$ cat src/rtl/calc_pkg.sv
// Shared definitions for the calc command sequencer.
// Op encodings, FSM states and the queued command layout.
package calc_pkg;

    localparam logic [2:0] OP_ADD = 3'b100;
    localparam logic [2:0] OP_SUB = 3'b101;
    localparam logic [2:0] OP_OR  = 3'b001;
    localparam logic [2:0] OP_AND = 3'b000;
    localparam logic [2:0] OP_XOR = 3'b111;
    localparam logic [2:0] OP_SLL = 3'b011;
    localparam logic [2:0] OP_SRA = 3'b110;
    localparam logic [2:0] OP_SLT = 3'b010;

    localparam int ENTRY_W = 20;

    typedef enum logic [1:0] {
        S_IDLE  = 2'd0,
        S_ISSUE = 2'd1,
        S_WAIT  = 2'd2,
        S_RESP  = 2'd3
    } state_e;

    typedef struct packed {
        logic        clr;
        logic [2:0]  op;
        logic [15:0] operand;
    } cmd_t;

endpackage

$ cat src/rtl/calc_cmd_fifo.sv
// Command queue for calc_ctrl: DEPTH x ENTRY_W synchronous FIFO.
// A write is taken when full only if a read happens in the same cycle.
module calc_cmd_fifo
    import calc_pkg::*;
#(
    parameter int DEPTH = 4
) (
    input  logic               clk,
    input  logic               rst_n,
    input  logic               wr_en,
    input  logic [ENTRY_W-1:0] wr_data,
    input  logic               rd_en,
    output logic [ENTRY_W-1:0] rd_data,
    output logic               full,
    output logic               empty
);

    localparam int AW = (DEPTH > 1) ? $clog2(DEPTH) : 1;
    localparam int CW = $clog2(DEPTH + 1);

    logic [ENTRY_W-1:0] mem_q [DEPTH];
    logic [AW-1:0]      wr_ptr_q, wr_ptr_d;
    logic [AW-1:0]      rd_ptr_q, rd_ptr_d;
    logic [CW-1:0]      count_q, count_d;
    logic               do_wr, do_rd;

    assign full    = (count_q == CW'(DEPTH));
    assign empty   = (count_q == '0);
    assign do_rd   = rd_en && !empty;
    assign do_wr   = wr_en && (!full || do_rd);
    assign rd_data = mem_q[rd_ptr_q];

    // Pointer and occupancy update; pointers wrap at the power-of-two depth
    always_comb begin
        wr_ptr_d = wr_ptr_q;
        rd_ptr_d = rd_ptr_q;
        count_d  = count_q + CW'(do_wr) - CW'(do_rd);
        if (do_wr) wr_ptr_d = wr_ptr_q + AW'(1);
        if (do_rd) rd_ptr_d = rd_ptr_q + AW'(1);
    end

    // Control state with async reset
    always_ff @(posedge clk or negedge rst_n) begin
        if (!rst_n) begin
            wr_ptr_q <= '0;
            rd_ptr_q <= '0;
            count_q  <= '0;
        end else begin
            wr_ptr_q <= wr_ptr_d;
            rd_ptr_q <= rd_ptr_d;
            count_q  <= count_d;
        end
    end

    // Storage array, no reset needed since occupancy gates reads
    always_ff @(posedge clk) begin
        if (do_wr) mem_q[wr_ptr_q] <= wr_data;
    end

endmodule

$ cat src/rtl/calc_ctrl.sv
// Command sequencer replaying queued ops onto the calc datapath.
// Optional perf counters enabled by defining CALC_CTRL_PERF_EN.
module calc_ctrl
    import calc_pkg::*;
#(
    parameter int DEPTH      = 4,
    parameter int RESULT_LAT = 1
) (
    input  logic        clk,
    input  logic        rst_n,
    input  logic        cmd_valid,
    output logic        cmd_ready,
    input  logic        cmd_clr,
    input  logic [2:0]  cmd_op,
    input  logic [15:0] cmd_operand,
    output logic        rsp_valid,
    input  logic        rsp_ready,
    output logic [15:0] rsp_data,
    output logic        busy,
    output logic        btnc,
    output logic        btnl,
    output logic        btnr,
    output logic        btnd,
    output logic        btnu,
    output logic [15:0] sw,
    input  logic [15:0] led
`ifdef CALC_CTRL_PERF_EN
    ,
    output logic [15:0] perf_ops,
    output logic [15:0] perf_stall
`endif
);

    localparam logic [2:0] LAT = 3'(RESULT_LAT);

    state_e             state_q, state_d;
    logic [2:0]         cnt_q, cnt_d;
    logic               btnd_q, btnd_d;
    logic               btnu_q, btnu_d;
    logic [2:0]         op_q, op_d;
    logic [15:0]        sw_q, sw_d;
    logic               rsp_valid_q, rsp_valid_d;
    logic [15:0]        rsp_data_q, rsp_data_d;
    logic               full, empty, push, pop;
    cmd_t               wr_cmd, head;
    logic [ENTRY_W-1:0] head_raw;

    assign wr_cmd    = '{clr: cmd_clr, op: cmd_op, operand: cmd_operand};
    assign head      = cmd_t'(head_raw);
    assign cmd_ready = !full;
    assign push      = cmd_valid && !full;

    calc_cmd_fifo #(
        .DEPTH (DEPTH)
    ) u_fifo (
        .clk     (clk),
        .rst_n   (rst_n),
        .wr_en   (push),
        .wr_data (wr_cmd),
        .rd_en   (pop),
        .rd_data (head_raw),
        .full    (full),
        .empty   (empty)
    );

    // Sequencer next-state: pop, strobe, settle, then hold the response
    always_comb begin
        state_d     = state_q;
        cnt_d       = cnt_q;
        btnd_d      = 1'b0;
        btnu_d      = 1'b0;
        op_d        = op_q;
        sw_d        = sw_q;
        rsp_valid_d = rsp_valid_q;
        rsp_data_d  = rsp_data_q;
        pop         = 1'b0;
        unique case (state_q)
            S_IDLE: begin
                if (!empty) begin
                    pop     = 1'b1;
                    state_d = S_ISSUE;
                    if (head.clr) begin
                        btnu_d = 1'b1;
                    end else begin
                        btnd_d = 1'b1;
                        op_d   = head.op;
                        sw_d   = head.operand;
                    end
                end
            end
            S_ISSUE: begin
                state_d = S_WAIT;
                cnt_d   = LAT;
            end
            S_WAIT: begin
                cnt_d = cnt_q - 3'd1;
                if (cnt_q <= 3'd1) begin
                    rsp_data_d  = led;
                    rsp_valid_d = 1'b1;
                    state_d     = S_RESP;
                end
            end
            S_RESP: begin
                if (rsp_ready) begin
                    rsp_valid_d = 1'b0;
                    state_d     = S_IDLE;
                end
            end
            default: state_d = S_IDLE;
        endcase
    end

    // Registered FSM state and every calc-facing / response output
    always_ff @(posedge clk or negedge rst_n) begin
        if (!rst_n) begin
            state_q     <= S_IDLE;
            cnt_q       <= '0;
            btnd_q      <= 1'b0;
            btnu_q      <= 1'b0;
            op_q        <= '0;
            sw_q        <= '0;
            rsp_valid_q <= 1'b0;
            rsp_data_q  <= '0;
        end else begin
            state_q     <= state_d;
            cnt_q       <= cnt_d;
            btnd_q      <= btnd_d;
            btnu_q      <= btnu_d;
            op_q        <= op_d;
            sw_q        <= sw_d;
            rsp_valid_q <= rsp_valid_d;
            rsp_data_q  <= rsp_data_d;
        end
    end

    assign btnc      = op_q[2];
    assign btnl      = op_q[1];
    assign btnr      = op_q[0];
    assign btnd      = btnd_q;
    assign btnu      = btnu_q;
    assign sw        = sw_q;
    assign rsp_valid = rsp_valid_q;
    assign rsp_data  = rsp_data_q;
    assign busy      = !empty || (state_q != S_IDLE);

`ifdef CALC_CTRL_PERF_EN
    logic [15:0] perf_ops_q, perf_ops_d;
    logic [15:0] perf_stall_q, perf_stall_d;

    // Saturating counts of issued commands and host stall cycles
    always_comb begin
        perf_ops_d   = perf_ops_q;
        perf_stall_d = perf_stall_q;
        if (state_q == S_ISSUE && perf_ops_q != 16'hFFFF)
            perf_ops_d = perf_ops_q + 16'd1;
        if (cmd_valid && full && perf_stall_q != 16'hFFFF)
            perf_stall_d = perf_stall_q + 16'd1;
    end

    // Perf counter registers
    always_ff @(posedge clk or negedge rst_n) begin
        if (!rst_n) begin
            perf_ops_q   <= '0;
            perf_stall_q <= '0;
        end else begin
            perf_ops_q   <= perf_ops_d;
            perf_stall_q <= perf_stall_d;
        end
    end

    assign perf_ops   = perf_ops_q;
    assign perf_stall = perf_stall_q;
`endif

endmodule
$ cat config.mk
export PLATFORM = sky130hd
export DESIGN_NAME = calc_ctrl
export DESIGN_NICKNAME = d
export VERILOG_FILES = /design/src/rtl/calc_pkg.sv /design/src/rtl/calc_cmd_fifo.sv /design/src/rtl/calc_ctrl.sv
export SDC_FILE = /design/constraint.sdc
export NUM_CORES = 1
export LEC_CHECK = 0
export ABC_CLOCK_PERIOD_IN_PS = 3400
export BUFFER_PORTS_ARGS = -buffer_cell sky130_fd_sc_hd__buf_4
export CORE_ASPECT_RATIO = 1.5
export CORE_MARGIN = 5
export CORE_UTILIZATION = 50
export CTS_BUF_LIST = sky130_fd_sc_hd__clkbuf_8
export DETAILED_ROUTE_END_ITERATION = 10
export PLACE_DENSITY = 0.8
export SLEW_MARGIN = 25
export SYNTH_ARGS = -nofsm -noshare
export SYNTH_HDL_FRONTEND = slang
export SYNTH_SLANG_ARGS = --single-unit
export TNS_END_PERCENT = 1
$ cat constraint.sdc
create_clock -name clk -period 3.4 [get_ports clk]
set_input_delay 0.17 -clock clk [delete_from_list [all_inputs] [get_ports clk]]
set_output_delay 0.17 -clock clk [all_outputs]
set_load 0.01 [all_outputs]
# After elaboration in Yosys (flattened, before gate mapping)
# Memory sizes are Yosys's and may differ from the RTL's.
# Index checks and enable logic that the tools add are counted.
[op_classes]
addsub = 5
magnitude_cmp = 1
n_eq_ne = 7
muxes = 18
bitwise_logic = 2
reduce_logical = 16
[ops]
columns = ["cell", "n"]
rows = [
  ["$mux W1", 12],
  ["$reduce_and A3 Y1", 3],
  ["$pmux W2 S4", 1],
  ["$mux W2", 3],
  ["$ne A2 B2 Y1 const B", 3],
  ["$pmux W3 S2", 1],
  ["$reduce_bool A2 Y1", 3],
  ["$add A2 B1 Y2 const B", 2],
  ["$eq A2 B2 Y1 const B", 2],
  ["$add A3 B1 Y3", 1],
  ["$eq A3 B3 Y1 const B", 1],
  ["$le A3 B1 Y1 const B", 1],
  ["$logic_and A1 B1 Y1", 3],
  ["$logic_not A3 Y1", 1],
  ["$sub A3 B1 Y3", 1],
  ["$sub A3 B1 Y3 const B", 1],
  ["$eq A2 B1 Y1 const B", 1],
  ["$logic_not A1 Y1", 2],
  ["$logic_not A2 Y1", 1],
  ["$logic_or A1 B1 Y1", 2],
  ["$not A1 Y1", 2],
  ["$pmux W1 S2", 1],
  ["$reduce_and A2 Y1", 1],
]
[totals]
reg_bits = 50
ram_bits = 80
input_bits = 40
wordCells = 61
n_memories = 1
[mem_list]
columns = ["name", "words", "width", "read_ports", "rd_ports_with_merged_regs", "wr", "line", "text"]
rows = [
  ["u_fifo.mem_q", 4, 20, 1, 0, 1, "calc_cmd_fifo.sv:21", "logic [ENTRY_W-1:0] mem_q [DEPTH];"],
]

# Logic depth before layout (Yosys ltp)
# Gate-level depths: netlist of the first run.
[logic_depth]
ltp_word = 8
mapped_depth = 11
ltp_nobuf = 11

# By module
# From an unflattened synthesis of the first run, not the netlist that was laid out.
[hier_totals]
hier_cells = 255
hier_area_um2 = 5053.6
[by_module_without_submodules]
columns = ["module", "instances", "cells_per_inst", "area_each_um2", "seq_area_each_um2"]
rows = [
  ["calc_cmd_fifo", 1, 140, 3311.9, 2577.5],
  ["calc_ctrl", 1, 115, 1741.7, 1076.0],
]

# Worst setup path after synthesis of the first run
# OpenSTA, ideal clock, no wires.
[synth_timing]
path_kind = "register to register"
startpoint = "register u_fifo.count_q[1]"
endpoint = "register u_fifo.count_q[2]"
setup_ns = 0.127
arrival_ns = 2.058
required_time_ns = 3.273
path_slack_ns = 1.215
stages_incl_launch_ff = 10
path_buffers = 0
cell_sequence = "dfrtp_1 o31ai_2 inv_1 ha_1 inv_1 ha_1 inv_1 fa_1 xnor2_1 xnor2_1"
[synth_between]
elab_chain_cells = 8
word_cells_on_any_way = 12
cone_classes = "add/sub (2); eq/ne (1); mux (2); reduce/logical (7)"
[synth_rtl]
columns = ["element", "line", "text"]
rows = [
  ["start, declared", "calc_cmd_fifo.sv:24", "logic [CW-1:0] count_q, count_d;"],
  ["start signal, assigned", "calc_cmd_fifo.sv:51", "count_q <= count_d;"],
  ["$logic_not A3 Y1 *", "calc_cmd_fifo.sv:28", "assign empty = (count_q == '0);"],
  ["$mux W1", "calc_ctrl.sv:79", "if (!empty) begin"],
  ["$mux W1", "calc_ctrl.sv:77", "unique case (state_q)"],
  ["$logic_and A1 B1 Y1 *", "calc_cmd_fifo.sv:29", "assign do_rd = rd_en && !empty;"],
  ["net u_fifo.do_rd", "calc_cmd_fifo.sv:25", "logic do_wr, do_rd;"],
  ["$logic_or A1 B1 Y1", "calc_cmd_fifo.sv:30", "assign do_wr = wr_en && (!full || do_rd);"],
  ["$logic_and A1 B1 Y1", "calc_cmd_fifo.sv:30", ""],
  ["$add A3 B1 Y3", "calc_cmd_fifo.sv:37", "count_d = count_q + CW'(do_wr) - CW'(do_rd);"],
  ["$sub A3 B1 Y3 *", "calc_cmd_fifo.sv:37", ""],
  ["net u_fifo.count_d[2]", "calc_cmd_fifo.sv:24", ""],
]
# The timed path passes the listed nets; every way through them passes the cells marked *.
# A chain may end at the register's enable or synchronous reset.

# Final worst setup path of the first run
# Same ends and word-level chain as after synthesis.

==> results.json, run 1 <==
{
  "power.density_nw_per_um2": 879,
  "fin_worst_skew_ns": 0.00853,
  "cp-start-kind": "flip-flop",
  "fill_cells": 681,
  "drt_wl_total_um": 8930,
  "syn_area_um2": 5110,
  "cpPeakStageDelay_ns": 0.49,
  "ys_seq_elements": 130,
  "portBuffers": 79,
  "finalCriticalPeriod_ns": 2.41,
  "grt_pass1_vias": 2944,
  "crit_slowest_cell": "o31ai_2",
  "io_pins": 80,
  "placeableCoreArea_um2": 10100,
  "critical_path_arrival_ns": 2.71,
  "drive_gt1_share_pct": 38.3,
  "rows": 45,
  "critPathMostFrequentCell": "inv_1",
  "required_ns": 3.70,
  "seq_area_frac_synth_pct": 71.6,
  "synth_top_area_cell": "edfxtp_1",
  "worst_slack_ns": 0.991,
  "hold_start": "rsp_ready",
  "syn_nets": 308,
  "ys.flop_type": "edfxtp_1",
  "vias_per_cell": 5.19,
  "critPathBufInv": 3,
  "drtIter0Drc": 126,
  "antenna_found_initial": 0,
  "path_delay_family": "adder cells",
  "drv_cap": 0,
  "die_area_um2": 12400,
  "fmax_mhz": 415,
  "hold_slack_ns": 0.0734,
  "path_cells": "o31ai_2, inv_1, ha_1, inv_1, ha_1, inv_1, fa_1, xnor2_1, xnor2_1",
  "post_cts_buffers": 0,
  "regArea_um2": 3650,
  "area_delta_synth_final_pct": 29.2,
  "worst_pin_slew_ns": 0.852,
  "crit_type": "flip-flop to flip-flop",
  "die_h_um": 134,
  "grt_max_degree": 51,
  "grt-ovfl-total": 0,
  "outcome": "complete, no violations",
  "leakage_uw": 0.00266,
  "track_usage_pct": 15.6,
  "cp-startpoint": "u_fifo.count_q[1]$_DFF_PN0_",
  "routedWlPerCell_um": 17.3,
  "setup_tns_ns": 0,
  "hold_violations": 0,
  "tritoncts": "done",
  "clk_pin_slew_ns": 0.07,
  "dr_total_vias": 2677,
  "place_hpwl_um": 5780,
  "cts.path.max_buffers": 2,
  "crit_path_end_kind": "flip-flop",
  "post-place-ws_ns": 1.02,
  "synth_most_common_cell": "edfxtp_1",
  "multi_input_area_um2": 1360,
  "drc": 0,
  "async_flop_share_pct": 38.5,
  "syn_inst": 255,
  "start_util_pct": 50.7,
  "synth_common_cells": "edfxtp_1 (80), dfrtp_1 (50), mux2_1 (19), mux2_4 (19), mux4_2 (19)",
  "synth_edf_count": 80,
  "clk_latency_ns": 0.42,
  "fp.dieW_um": 92.5,
  "clkSinkCount": 130,
  "numCtsBuffers": 17,
  "h-tree-depth": 4,
  "synth.distinct_cells": 31,
  "ys_warn_count": 0,
  "nets": 439,
  "ir_drop_mv": 0.404,
  "synth_top_area_share_pct": 47.0,
  "timing.final.crit_share_pct": 70.9,
  "ant_nets": 0,
  "drtPass1Iterations": 4,
  "n_antenna_cell": 0,
  "drv_slew": 0,
  "r2r-start": "u_fifo.count_q[1]$_DFF_PN0_",
  "maxSlewHeadroom_pct": 43.0,
  "critPathMaxFanout": 5,
  "finalSetupViolCount": 0,
  "synth_area_leaders": "edfxtp_1 (47%), dfrtp_1 (25%), mux4_2 (8.4%)",
  "regToRegSetupSlack_ns": 0.99,
  "hp-class": "input pin to flip-flop",
  "gp_congestion": 0.697,
  "synth_area_per_cell_um2": 20.0,
  "grt_pass1_wl_um": 14500,
  "cts-root-buf": "clkbuf_8",
  "rsz0062_at_grt": "no"
}
-- cell families after synthesis --
kind of cell	share of synthesized area [%]
AO/OA/AOI/OAI	1.69
XOR/XNOR	0.858
buffers and inverters	1.91
flip-flops	71.6
multiplexers	18.7
AND/OR/NAND/NOR	1.98
adder cells (fa/ha/maj)	3.33
-- worst paths after layout --
check	endpoint	depth (start not counted)
worst max-delay path	u_fifo.count_q[2]$_DFF_PN0_	9
worst min register to register	rsp_data[1]$_DFFE_PN0P_	1
worst min-delay path	rsp_valid$_DFFE_PN0P_	3
max in group asynchronous	op_q[2]$_DFFE_PN0P_	2
worst max register to register	u_fifo.count_q[2]$_DFF_PN0_	9
min in group asynchronous	sw[8]$_DFFE_PN0P_	2
-- layout by cell type (no fill, tap or decap), types with 2 or more instances in the layout --
cell           count
buf_4             81
bufinv_16          3
clkinv_1           5
clkinv_2           2
ha_1              12
mux2_4            19
mux2_1            19
mux4_2            19
dlygate4sd3_1     37
and2_1             2
dfrtp_1           50
clkinvlp_4         2
nand2_1            5
o21ai_0            2
nor2_1             2
edfxtp_1          80
and3_1             2
inv_1             15
clkbuf_8          17
xnor2_1            5
and3_2             2
-- layout make-up --
| type | instances | share of cell area (%) |
|---|---|---|
| clock buffers | 17 | 3.55 |
| clock inverters | 15 | 2.28 |
| inverters | 13 | 0.740 |
| multi-input cells | 104 | 20.6 |
| flip-flops and latches | 130 | 55.4 |
| well taps | 117 | 2.22 |
| repair buffers | 120 | 15.2 |
-- metrics by stage --
stage	instances	utilization, %	power [uW]	area (um^2)
floorplan	255	-	3820	5110
global placement	445	57.7	4470	5810
detailed placement	447	57.9	4590	5840
CTS	516	65.4	5880	6590
global route	516	65.4	6130	6600
finish	516	65.4	5790	6600
-- registers in the layout, indices dropped and copies added (netlist names) --
signal and flops:
btnu 1, rsp_data 16, cnt_q 3, rsp_valid 1, u_fifo.mem_q 80, state_q 2, btnd 1, u_fifo.wr_ptr_q 2
sw 16, u_fifo.count_q 3, u_fifo.rd_ptr_q 2, op_q 3
-- layer usage --
metal | track usage, % | vias to the layer above | wire length, um
met5 | 0 | - | 0
met1 | 17.4 | 1351 | 3470
met3 | 4.75 | 19 | 457
li1 | - | 1236 | -
met4 | 7.93 | 0 | 249
met2 | 26.8 | 71 | 4750
-- worst min-delay path, cell delays in order --
cell,delay (ns)
buf_4,0.12
nand2_1,0.06
a22o_1,0.11
-- repair_timing --
item                                    in CTS  in global routing
resized for setup                            0                  0
endpoints found under the hold margin      146                  0
endpoints found under the setup margin       0                  0
hold buffers                                37                  0
-- report_power, final --
| part | total, uW | internal, uW | switching, uW |
|---|---|---|---|
| combinational | 2110 | 1160 | 946 |
| clock | 1250 | 704 | 543 |
| sequential | 2440 | 2210 | 233 |
(Power assumes the default switching activity.)
==> run 2: changes to the inputs <==
--- a/config.mk
+++ b/config.mk
@@ -5,14 +5,14 @@
 export SDC_FILE = /design/constraint.sdc
 export NUM_CORES = 1
 export LEC_CHECK = 0
-export ABC_CLOCK_PERIOD_IN_PS = 3400
+export ABC_CLOCK_PERIOD_IN_PS = 2000
 export BUFFER_PORTS_ARGS = -buffer_cell sky130_fd_sc_hd__buf_4
 export CORE_ASPECT_RATIO = 1.5
 export CORE_MARGIN = 5
 export CORE_UTILIZATION = 50
 export CTS_BUF_LIST = sky130_fd_sc_hd__clkbuf_8
 export DETAILED_ROUTE_END_ITERATION = 10
-export PLACE_DENSITY = 0.8
+export PLACE_DENSITY = 0.83
 export SLEW_MARGIN = 25
 export SYNTH_ARGS = -nofsm -noshare
 export SYNTH_HDL_FRONTEND = slang
==> constraint.sdc (replaced) <==
create_clock -name clk -period 2 [get_ports clk]
set_input_delay 0.1 -clock clk [delete_from_list [all_inputs] [get_ports clk]]
set_output_delay 0.1 -clock clk [all_outputs]
set_load 0.01 [all_outputs]
==> run 2 against run 1 <==
  * The flow now finishes with violations (negative setup slack)
  * Largest cell class unchanged
  * Die area unchanged
  * Via count grew 2.3%
  * Sequential power up 69%
  * Critical path depth did not move
  * Worst hold slack gained 0.064 ns
  * Design area up 2.5%
  * Register-to-register slack worse by 1.0 ns
  * Total power grew 76%
  * Clock skew is 0.0032 ns higher
  * Clock power grew 70%
  * Critical endpoint unchanged
==> results.json, run 2 (synthesis gave the netlist of run 1 again) <==
{
  "outcome": "finished, violations left",
  "violations": "negative setup slack",
  "io_pins": 80,
  "h-tree-depth": 4,
  "leakage_uw": 0.00278,
  "grt_pass1_vias": 3087,
  "p_sw_share_pct": 29.4,
  "fp.dieW_um": 92.5,
  "ant_nets": 0,
  "drive_gt1_share_pct": 41.1,
  "cp-start-kind": "flip-flop",
  "worst_slack_ns": -0.0550,
  "crit_slowest_cell": "dfrtp_1",
  "worst_pin_slew_ns": 0.811,
  "ir_drop_mv": 0.640,
  "fin_worst_skew_ns": 0.0118,
  "n_antenna_cell": 0,
  "vias_per_cell": 5.14,
  "clk_pin_slew_ns": 0.06,
  "area_delta_synth_final_pct": 32.4,
  "combPwrFrac_pct": 38.6,
  "critPathMaxFanout": 2,
  "fmax_mhz": 487,
  "reg2reg_depth": 9,
  "clkSinkCount": 130,
  "cts.path.max_buffers": 2,
  "portBuffers": 79,
  "cpPeakStageDelay_ns": 0.41,
  "hp-class": "input pin to flip-flop",
  "nets": 457,
  "place_hpwl_um": 6090,
  "required_ns": 2.30,
  "finalCriticalPeriod_ns": 2.06,
  "dpl-instance-area_um2": 5990,
  "dr_total_vias": 2739,
  "top_register": "u_fifo.mem_q",
  "regToRegSetupSlack_ns": -0.06,
  "clk_latency_ns": 0.42,
  "grt_pass1_wl_um": 15200,
  "p_seq_share_pct": 40.6,
  "maxSlewHeadroom_pct": 45.8,
  "r2r-start": "u_fifo.count_q[0]$_DFF_PN0_",
  "timing.final.crit_share_pct": 103,
  "start_util_pct": 50.7,
  "crit_cells": 9,
  "cts-root-buf": "clkbuf_8",
  "fill_cells": 687,
  "drv_cap": 0,
  "gp_congestion": 0.729,
  "tritoncts": "done",
  "cp-startpoint": "u_fifo.count_q[0]$_DFF_PN0_",
  "die_area_um2": 12400,
  "r2r_end": "u_fifo.count_q[2]$_DFF_PN0_",
  "path_delay_family": "adder cells",
  "track_usage_pct": 16.3,
  "post_cts_buffers": 0,
  "crit_type": "flip-flop to flip-flop",
  "crit_path_end_kind": "flip-flop",
  "critical_path_arrival_ns": 2.35,
  "drtIter0Drc": 77,
  "hold_violations": 0,
  "critPathMostFrequentCell": "inv_1",
  "drv_slew": 0,
  "numCtsBuffers": 17,
  "mostFrequentLayoutCell": "buf_4",
  "rsz0062_at_grt": "yes",
  "cp-endpoint": "u_fifo.count_q[2]$_DFF_PN0_",
  "drt_wl_total_um": 9310,
  "stdcell_area_um2": 6760,
  "finalSetupViolCount": 1,
  "setup_tns_ns": -0.0550,
  "path_cells": "o31ai_4, inv_1, ha_1, inv_1, ha_1, inv_1, fa_2, xnor2_2, xnor2_1",
  "drc": 0,
  "placeableCoreArea_um2": 10100,
  "die_h_um": 134,
  "largest_reg_flops": 80,
  "critPathBufInv": 3,
  "clkPwrFrac_pct": 20.8,
  "final_cell_mix": "buf_4 (98), edfxtp_1 (80), dfrtp_1 (50)",
  "power.density_nw_per_um2": 1500,
  "rows": 45,
  "antenna_found_initial": 0,
  "grt_max_degree": 51,
  "p_int_uw": 7180,
  "p_sw_uw": 2990,
  "grt-ovfl-total": 0,
  "hold_start": "cmd_valid",
  "drtPass1Iterations": 4,
  "routedWlPerCell_um": 17.5
}
run 2: changes by cell type in the layout (fill, tap and decap cells not counted), sizes merged:
cell         change
dlygate4sd3      +1
clkinv           -3
clkbuf           +1
clkinvlp         -2
buf             +17
inv              +3
run 2: repair_timing:
item / in CTS / in global routing
gates resized for setup: 2 / 0
hold buffers: 38 / 0
pin swaps: 0 / 0
endpoints found under the hold margin: 147 / 0
gates cloned: 0 / 0
setup endpoints to repair: 2 / 2
run 2: area by class of cell:
cell class	count	area (um^2)	area share, %
clock buffer	18	248	3.66
clock inverter	13	133	1.96
inverter	13	48.8	0.722
multi-input combinational	104	1380	20.4
sequential	130	3650	54.0
tap	117	146	2.17
timing repair buffer	138	1160	17.1
run 2: worst min path at each step:
stage | end | slack [ns] | cells after the start
finish | u_fifo.wr_ptr_q[0]$_DFFE_PN0P_ | 0.14 | 3
global route | u_fifo.wr_ptr_q[0]$_DFFE_PN0P_ | 0.10 | 3
CTS | u_fifo.wr_ptr_q[0]$_DFFE_PN0P_ | 0.09 | 3
detailed placement | sw[9]$_DFFE_PN0P_ | 0.18 | 1
global placement | sw[1]$_DFFE_PN0P_ | 0.17 | 1
floorplan | btnd$_DFF_PN0_ | -0.20 | 0
run 2: tightest hold or removal path, stage by stage:
cell and delay (ns):
buf_4 0.10, and2_1 0.22, xnor2_1 0.09
run 2: power groups by stage:
stage	logic (uW)	clock network, uW	registers, uW
global route	4250	2300	4220
finish	3920	2120	4130
floorplan	2200	0	4320
detailed placement	3890	0	4190
global placement	3740	0	4130
CTS	4010	2180	4140
run 2: metal layers:
| layer | part of all wire, % | up-vias | GRT usage, % |
|---|---|---|---|
| met5 | 0 | - | 0 |
| met4 | 2.3 | 0 | 6.45 |
| met3 | 3.9 | 18 | 4.92 |
| met2 | 56 | 67 | 29.5 |
| met1 | 38 | 1387 | 17.7 |
| li1 | - | 1267 | - |
run 2: metrics by stage:
stage,util [%],hold WS (ns),std cells,total power [uW],setup slack (ns)
finish,67.1,0.137,533,10200,-0.0550
global route,67.1,0.104,533,10800,-0.146
CTS,67.1,0.0915,533,10300,-0.0565
detailed placement,59.4,0.181,464,8070,-0.0417
global placement,59.4,0.165,464,7880,0.0253
floorplan,-,-0.196,255,6530,-0.0554
==> run 3: changes to the inputs <==
--- a/config.mk
+++ b/config.mk
@@ -9,10 +9,10 @@
 export BUFFER_PORTS_ARGS = -buffer_cell sky130_fd_sc_hd__buf_4
 export CORE_ASPECT_RATIO = 1.5
 export CORE_MARGIN = 5
-export CORE_UTILIZATION = 50
+export CORE_UTILIZATION = 53
 export CTS_BUF_LIST = sky130_fd_sc_hd__clkbuf_8
 export DETAILED_ROUTE_END_ITERATION = 10
-export PLACE_DENSITY = 0.83
+export PLACE_DENSITY = 0.86
 export SLEW_MARGIN = 25
 export SYNTH_ARGS = -nofsm -noshare
 export SYNTH_HDL_FRONTEND = slang
==> run 3 against run 2 <==
  * The flow still finishes with violations (negative setup slack)
  * Routed wire length rose by 5.0%
  * First-iteration DRC count grew 56%
  * Worst hold slack got worse by 0.076 ns
  * Clock skew barely moved
  * Cell count fell by 0.38%
  * Combinational power grew 5%
  * Critical path depth did not move
  * Count of clock-buffer cells in the layout unchanged
  * Sequential power rose by 1%
==> results.json, run 3 (synthesis gave the netlist of run 1 again) <==
{
  "grt_max_degree": 51,
  "place_hpwl_um": 5980,
  "cts-root-buf": "clkbuf_8",
  "drv_cap": 0,
  "regToRegSetupSlack_ns": -0.01,
  "drc": 0,
  "multi_input_area_um2": 1420,
  "setup_tns_ns": -0.0123,
  "hp-class": "input pin to flip-flop",
  "maxSlewHeadroom_pct": 55.6,
  "outcome": "finished, violations left",
  "n_antenna_cell": 0,
  "regArea_um2": 3650,
  "drt_wl_total_um": 9770,
  "fp.dieW_um": 90.1,
  "die_h_um": 130,
  "drtIter0Drc": 120,
  "grt_pass1_vias": 3090,
  "critical_path_arrival_ns": 2.32,
  "finalPower_uw": 10400,
  "violations": "negative setup slack",
  "top_register": "u_fifo.mem_q",
  "timing.final.crit_share_pct": 101,
  "ir_drop_mv": 0.956,
  "dp.cells": 458,
  "fin_cells": 531,
  "portBuffers": 79,
  "numCtsBuffers": 17,
  "combPwrFrac_pct": 39.4,
  "leakage_uw": 0.00278,
  "fill_cells": 606,
  "p_sw_uw": 3140,
  "cts.path.max_buffers": 2,
  "crit_path_end_kind": "flip-flop",
  "drv_slew": 0,
  "finalCriticalPeriod_ns": 2.01,
  "clkSinkCount": 130,
  "dr_total_vias": 2792,
  "largest_reg_flops": 80,
  "cp-endpoint": "u_fifo.count_q[2]$_DFF_PN0_",
  "worst_slack_ns": -0.0123,
  "r2r-start": "u_fifo.count_q[0]$_DFF_PN0_",
  "p_int_uw": 7280,
  "fmax_mhz": 497,
  "r2r_end": "u_fifo.count_q[2]$_DFF_PN0_",
  "clk_latency_ns": 0.42,
  "required_ns": 2.30,
  "fin_worst_skew_ns": 0.0114,
  "mostFrequentLayoutCell": "buf_4",
  "track_usage_pct": 17.7,
  "vias_per_cell": 5.26,
  "die_area_um2": 11700,
  "finalSetupViolCount": 1,
  "p_sw_share_pct": 30.1,
  "gp_congestion": 0.717,
  "final_cell_mix": "buf_4 (98), edfxtp_1 (80), dfrtp_1 (50)",
  "rsz0062_at_grt": "yes",
  "grt_pass1_wl_um": 15900,
  "routedWlPerCell_um": 18.4,
  "worst_pin_slew_ns": 0.667,
  "antenna_found_initial": 0,
  "rows": 44,
  "cp-start-kind": "flip-flop",
  "drive_gt1_share_pct": 42.5,
  "hold_start": "cmd_valid",
  "reg2reg_depth": 9,
  "crit_type": "flip-flop to flip-flop",
  "h-tree-depth": 4,
  "cp-startpoint": "u_fifo.count_q[0]$_DFF_PN0_",
  "hold_slack_ns": 0.0609,
  "critPathMaxFanout": 2,
  "area_delta_synth_final_pct": 33.1,
  "final_core_util_pct": 70.9,
  "tritoncts": "done",
  "placeableCoreArea_um2": 9580,
  "p_seq_share_pct": 40.0,
  "clkPwrFrac_pct": 20.6,
  "ant_nets": 0,
  "hold_violations": 0,
  "clk_pin_slew_ns": 0.07,
  "nets": 456,
  "power.density_nw_per_um2": 1530,
  "drtPass1Iterations": 4,
  "io_pins": 80,
  "start_util_pct": 53.3,
  "grt-ovfl-total": 0
}
run 3: cell types whose count changed in the layout (fill, tap and decap cells not counted), sizes merged:
cell      change
clkinv        -2
inv           +2
buf           -1
clkinvlp      +1
run 3: metal layers:
metal  wire length, um  up-vias  global-route usage (%)
li1                  -     1269                       -
met1              3460     1433                    18.9
met2              5670       75                    32.8
met3               452       15                    5.36
met4               193        0                    6.66
met5                 0        -                       0
run 3: worst min-delay path by stage:
| stage | cells after the start | to | slack [ns] |
|---|---|---|---|
| floorplan | 0 | btnd$_DFF_PN0_ | -0.20 |
| global placement | 1 | rsp_data[8]$_DFFE_PN0P_ | 0.17 |
| detailed placement | 1 | rsp_data[9]$_DFFE_PN0P_ | 0.18 |
| CTS | 3 | u_fifo.wr_ptr_q[0]$_DFFE_PN0P_ | 0.08 |
| global route | 3 | u_fifo.wr_ptr_q[0]$_DFFE_PN0P_ | 0.06 |
| finish | 3 | u_fifo.wr_ptr_q[0]$_DFFE_PN0P_ | 0.06 |
run 3: power by group through the flow:
stage	Combinational [uW]	Clock, uW	Sequential (uW)
after global routing	4460	2330	4250
final	4100	2150	4170
after CTS	3970	2210	4170
after global placement	3670	0	4150
after detailed placement	3810	0	4210
after floorplan	2200	0	4320
run 3: cell type report:
| cell class | instances | share of cell area (%) |
|---|---|---|
| multi-input cells | 104 | 20.9 |
| clock buffers | 18 | 3.65 |
| clock inverters | 14 | 2.04 |
| well taps | 115 | 2.12 |
| flip-flops and latches | 130 | 53.8 |
| repair buffers | 137 | 16.7 |
| inverters | 13 | 0.755 |
run 3: metrics by stage:
stage | instance area, um^2 | setup WS [ns]
after floorplan | 5120 | -0.0554
after global placement | 5950 | 0.0323
after detailed placement | 5950 | -0.0820
after CTS | 6740 | -0.0548
after global routing | 6790 | -0.0842
final | 6790 | -0.0123
run 3: worst max-delay path, stage by stage, from the launching register on:
cell,delay (ns)
dfrtp_1,0.43
o31ai_4,0.29
inv_2,0.08
ha_4,0.22
inv_4,0.05
ha_4,0.11
inv_2,0.04
fa_2,0.39
xnor2_2,0.14
xnor2_1,0.13
run 3: timing repair:
item	in CTS	in global routing
setup buffers	2	1
resized for setup	2	12
hold endpoints to repair	147	0
pin swaps	1	5
endpoints found under the setup margin	2	18
hold buffers	38	0
